==> src/rtl/deserializer_1to2.sv <==
// 1:2 serial deserializer: hunts for SYNC_WORD, then splits the bit stream into lane1/lane2 pairs.
// Optional macro DESER_SLIP_EN adds slip_i, which drops one input bit while locked.
module deserializer_1to2 #(
  parameter int                 SYNC_W    = 16,
  parameter logic [SYNC_W-1:0]  SYNC_WORD = 16'hE4C3
) (
  input  logic clk,
  input  logic reset,
  input  logic data_i,
`ifdef DESER_SLIP_EN
  input  logic slip_i,
`endif
  output logic data1_o,
  output logic data2_o,
  output logic valid_o,
  output logic locked_o,
  output logic sync_o,
  output logic slip_err_o
);

  typedef enum logic {HUNT = 1'b0, LOCKED = 1'b1} state_t;

  state_t            state_q, state_d;
  logic              phase_q, phase_d;
  logic [SYNC_W-1:0] sr_q, sr_d;
  logic              hold_q, hold_d;
  logic              data1_q, data1_d;
  logic              data2_q, data2_d;
  logic              valid_q, valid_d;
  logic              locked_q, locked_d;
  logic              sync_q, sync_d;
  logic              slip_err_q, slip_err_d;
  logic              match;
  logic              slip_req;

`ifdef DESER_SLIP_EN
  assign slip_req = slip_i;
`else
  assign slip_req = 1'b0;
`endif

  always_comb begin
    sr_d       = {sr_q[SYNC_W-2:0], data_i};
    // The match window includes the bit being sampled on this edge.
    match      = (sr_d == SYNC_WORD);
    state_d    = state_q;
    phase_d    = phase_q;
    hold_d     = hold_q;
    data1_d    = data1_q;
    data2_d    = data2_q;
    valid_d    = 1'b0;
    sync_d     = 1'b0;
    slip_err_d = 1'b0;

    if (state_q == HUNT) begin
      if (match) begin
        state_d = LOCKED;
        phase_d = 1'b0;
        sync_d  = 1'b1;
      end
    end else if (match && !phase_q) begin
      // Off-phase sync: realign so the next bit is lane1; realignment beats a slip.
      phase_d    = 1'b0;
      sync_d     = 1'b1;
      slip_err_d = 1'b1;
    end else begin
      sync_d = match;
      if (!slip_req) begin
        if (!phase_q) begin
          hold_d  = data_i;
          phase_d = 1'b1;
        end else begin
          data1_d = hold_q;
          data2_d = data_i;
          valid_d = 1'b1;
          phase_d = 1'b0;
        end
      end
    end

    locked_d = (state_d == LOCKED);
  end

  always_ff @(posedge clk or posedge reset) begin
    if (reset) begin
      state_q    <= HUNT;
      phase_q    <= 1'b0;
      sr_q       <= '0;
      hold_q     <= 1'b0;
      data1_q    <= 1'b0;
      data2_q    <= 1'b0;
      valid_q    <= 1'b0;
      locked_q   <= 1'b0;
      sync_q     <= 1'b0;
      slip_err_q <= 1'b0;
    end else begin
      state_q    <= state_d;
      phase_q    <= phase_d;
      sr_q       <= sr_d;
      hold_q     <= hold_d;
      data1_q    <= data1_d;
      data2_q    <= data2_d;
      valid_q    <= valid_d;
      locked_q   <= locked_d;
      sync_q     <= sync_d;
      slip_err_q <= slip_err_d;
    end
  end

  assign data1_o    = data1_q;
  assign data2_o    = data2_q;
  assign valid_o    = valid_q;
  assign locked_o   = locked_q;
  assign sync_o     = sync_q;
  assign slip_err_o = slip_err_q;

endmodule

==> config.mk <==
export PLATFORM = sky130hd
export DESIGN_NAME = deserializer_1to2
export DESIGN_NICKNAME = d
export VERILOG_FILES = /design/src/rtl/deserializer_1to2.sv
export SDC_FILE = /design/constraint.sdc
export NUM_CORES = 1
export LEC_CHECK = 0
export CAP_MARGIN = 20
export CORE_MARGIN = 3
export CORE_UTILIZATION = 50
export DETAILED_ROUTE_END_ITERATION = 7
export GPL_ROUTABILITY_DRIVEN = 0
export PLACE_DENSITY = 0.73
export SYNTH_ARGS = -nofsm -noshare
export SYNTH_HDL_FRONTEND = slang
export SYNTH_SLANG_ARGS = --single-unit
export TNS_END_PERCENT = 30
==> constraint.sdc <==
create_clock -name clk -period 2.2 [get_ports clk]
set_clock_uncertainty 0.2 [all_clocks]
set_input_delay 0.44 -clock clk [delete_from_list [all_inputs] [get_ports clk]]
set_output_delay 0.44 -clock clk [all_outputs]
set_load 0.05 [all_outputs]
==> summary.txt <==
Run status
  • Status: completed

Pwr
  • Final Power: 0.646 mW
  • Pleak: 0.384 nW
  • Max IR drop VDD: 0.435 mV
  • Power per Cell Area: 759 mW/mm^2

Clock tree
  • CTS buffer count: 3
  • Post-CTS setup buffer count: 0
  • Worst-path clk slew: 0.11 ns
  • Worst skew pair latency: 0.29 ns
  • Longest Clk Path Bufs: 2
  • Root buffer cell: clkbuf_4
  • # hold bufs at CTS: 0
  • Resize count post-CTS: 0
  • Htree depth: 1
  • CTS tree: yes
  • CTS sink count: 23

Synth
  • Cell variety after synth: 15
  • Synthesized flop and latch total: 23
  • Synthesized area: 722 um^2
  • Largest area contributor in the netlist: dfrtp_1
  • Sequential share of the synthesized area: 79.7%
  • Cell count after synthesis: 40
  • Ys Warns: 0
  • Syn nets: 43
  • Ranking of synthesized cells by area: dfrtp_1, mux2_2, nand4b_1, o41ai_2, or4b_4
  • Synth top area share: 79.7%
  • Avg Cell Area, Syn: 18.0 um^2

GRT
  • Vias in the first global route: 401
  • Global-route wire length before repair: 1880 um
  • Largest net degree at the start of global routing: 24
  • Total grt overflow: 0
  • Total GRT Usage: 14.1%
  • Initial antenna violation count: 0

Route
  • First-pass DRT Iterations: 4
  • Vias per cell: 5.18
  • DR vias: 352
  • WL/cell: 15.4 um
  • Final antenna-violating net count: 0
  • Post-route DRC: 0
  • Final wirelength: 1050 um
  • Initial DRC Count: 6

STA
  • Final Hold Viols: 0
  • Fin crit period: 2.09 ns
  • Final Max Tran Viols: 0
  • RSZ-0062 raised after global routing: false
  • Final setup violation count: 0
  • Fmax: 0.478 GHz
  • Tcrit/Tclk final: 95.1%
  • Slew headroom: 66.3%
  • Worst slew pin tran: 0.504 ns
  • Worst hold slack: 0.187 ns

Setup path
  • CP Buf/Inv Count: 1
  • Critical Path RT: 1.56 ns
  • Flop2flop setup slack: 0.26 ns
  • Critical Path AT: 1.45 ns
  • Crit-path max FO: 2
  • CP cell instances: clkdlybuf4s50_1
  • Crit Reg-Reg Endpoint: hold_q$_DFFE_PP0P_
  • Reg-to-Reg Start: sr_q[2]$_DFF_PP0_
  • CP startpoint: data2_o$_DFFE_PP0P_
  • Crit end category: output port
  • R2R cell count: 3
  • CP max stage cell: clkdlybuf4s50_1
  • Setup Crit Path Kind: register to output port
  • CP delay by family, top: buffers and inverters
  • CP peak stage delay: 0.80 ns
  • CP Launch Type: register

Die
  • Die Y: 44 um
  • Std cell rows: 13
  • I/O pins: 9
  • Initial core utilization: 54.1%
  • Die width: 44 um
  • Die area: 0.00194 mm^2
  • Core area: 0.00133 mm^2

Place
  • Post-DP HPWL: 791 um
  • I/O Buffers: 8
  • Placed Area: 826 um^2

Layout
  • Area Overhead vs Synth: 18.0%
  • Diode count: 0
  • Commonest non-fill, non-tap cell in the layout: dfrtp_1
  • Layout cells sized above 1: 20.8%
  • Final core utilization: 63.9%
  • Final nets: 57
  • Most frequent cells in the layout: dfrtp_1, clkdlybuf4s50_1, clkbuf_4
  • Final instance area: 852 um^2

Min path
  • WHS Endpoint: sr_q[11]$_DFF_PP0_
  • Hold Path Class: register to register
  • Startpoint of the worst hold path: sr_q[10]$_DFF_PP0_
  • Worst Hold Depth: 0

Flow run
  • Max-cap viol count: 0
-- worst max path at each step --
stage	slack (ns)	cells after the start	endpoint
after floorplan	0.33	3	hold_q$_DFFE_PP0P_
after global placement	0.08	4	hold_q$_DFFE_PP0P_
after detailed placement	-0.006	4	hold_q$_DFFE_PP0P_
after CTS	0.09	1	data2_o
after global routing	0.05	1	data2_o
final	0.11	1	data2_o
-- cells in the mapped netlist (all sizes together) --
| library cell | n |
|---|---|
| or4b | 2 |
| nor2 | 1 |
| nor4 | 1 |
| xnor2 | 1 |
| inv | 2 |
| nand2 | 1 |
| nand4b | 2 |
| nor2b | 1 |
| o41ai | 1 |
| and2 | 1 |
| mux2 | 3 |
| dfrtp | 23 |
| or2 | 1 |
-- power breakdown --
| part | switching [mW] | internal [mW] |
|---|---|---|
| Combinational | 0.0148 | 0.00918 |
| Sequential | 0.00826 | 0.438 |
| Clock | 0.106 | 0.0704 |
-- cells by family (layout without fill, tap and decap cells) --
kind of cell	count (synthesis)	count (layout)	share of synthesized area, %
flops	23	23	79.7
buf+inv	2	15	1.04
xor+xnor	1	1	1.21
compound gates	1	1	2.25
simple gates	10	10	11.1
mux	3	3	4.68
-- stage by stage --
| step | setup TNS [ns] | std cells | setup slack [ns] |
|---|---|---|---|
| after global placement | 0 | 64 | 0.0814 |
| after floorplan | 0 | 40 | 0.326 |
| final | 0 | 68 | 0.108 |
| after detailed placement | -0.00629 | 64 | -0.00629 |
| after CTS | 0 | 68 | 0.0910 |
| after global routing | 0 | 68 | 0.0527 |
-- area by class of cell --
type / count / area, um^2
clock buffer: 4 / 26.3
multi-input combinational: 15 / 139
fill: 99 / 482
inverter: 2 / 7.51
timing repair buffer: 9 / 85.1
sequential: 23 / 576
tap: 15 / 18.8
-- routing by layer --
| layer | wire [um] | GRT usage (%) |
|---|---|---|
| met5 | 0 | 0 |
| met2 | 558 | 24.4 |
| met4 | 0 | 3.61 |
| met3 | 55 | 3.73 |
| met1 | 436 | 17.4 |
-- flip-flops by register name, indices dropped and copies added, names as in the netlist --
signal / count
sync_o: 1
locked_o: 1
hold_q: 1
sr_q: 15
data1_o: 1
phase_q: 1
slip_err_o: 1
data2_o: 1
valid_o: 1
Power figures use the tool's default switching activity.
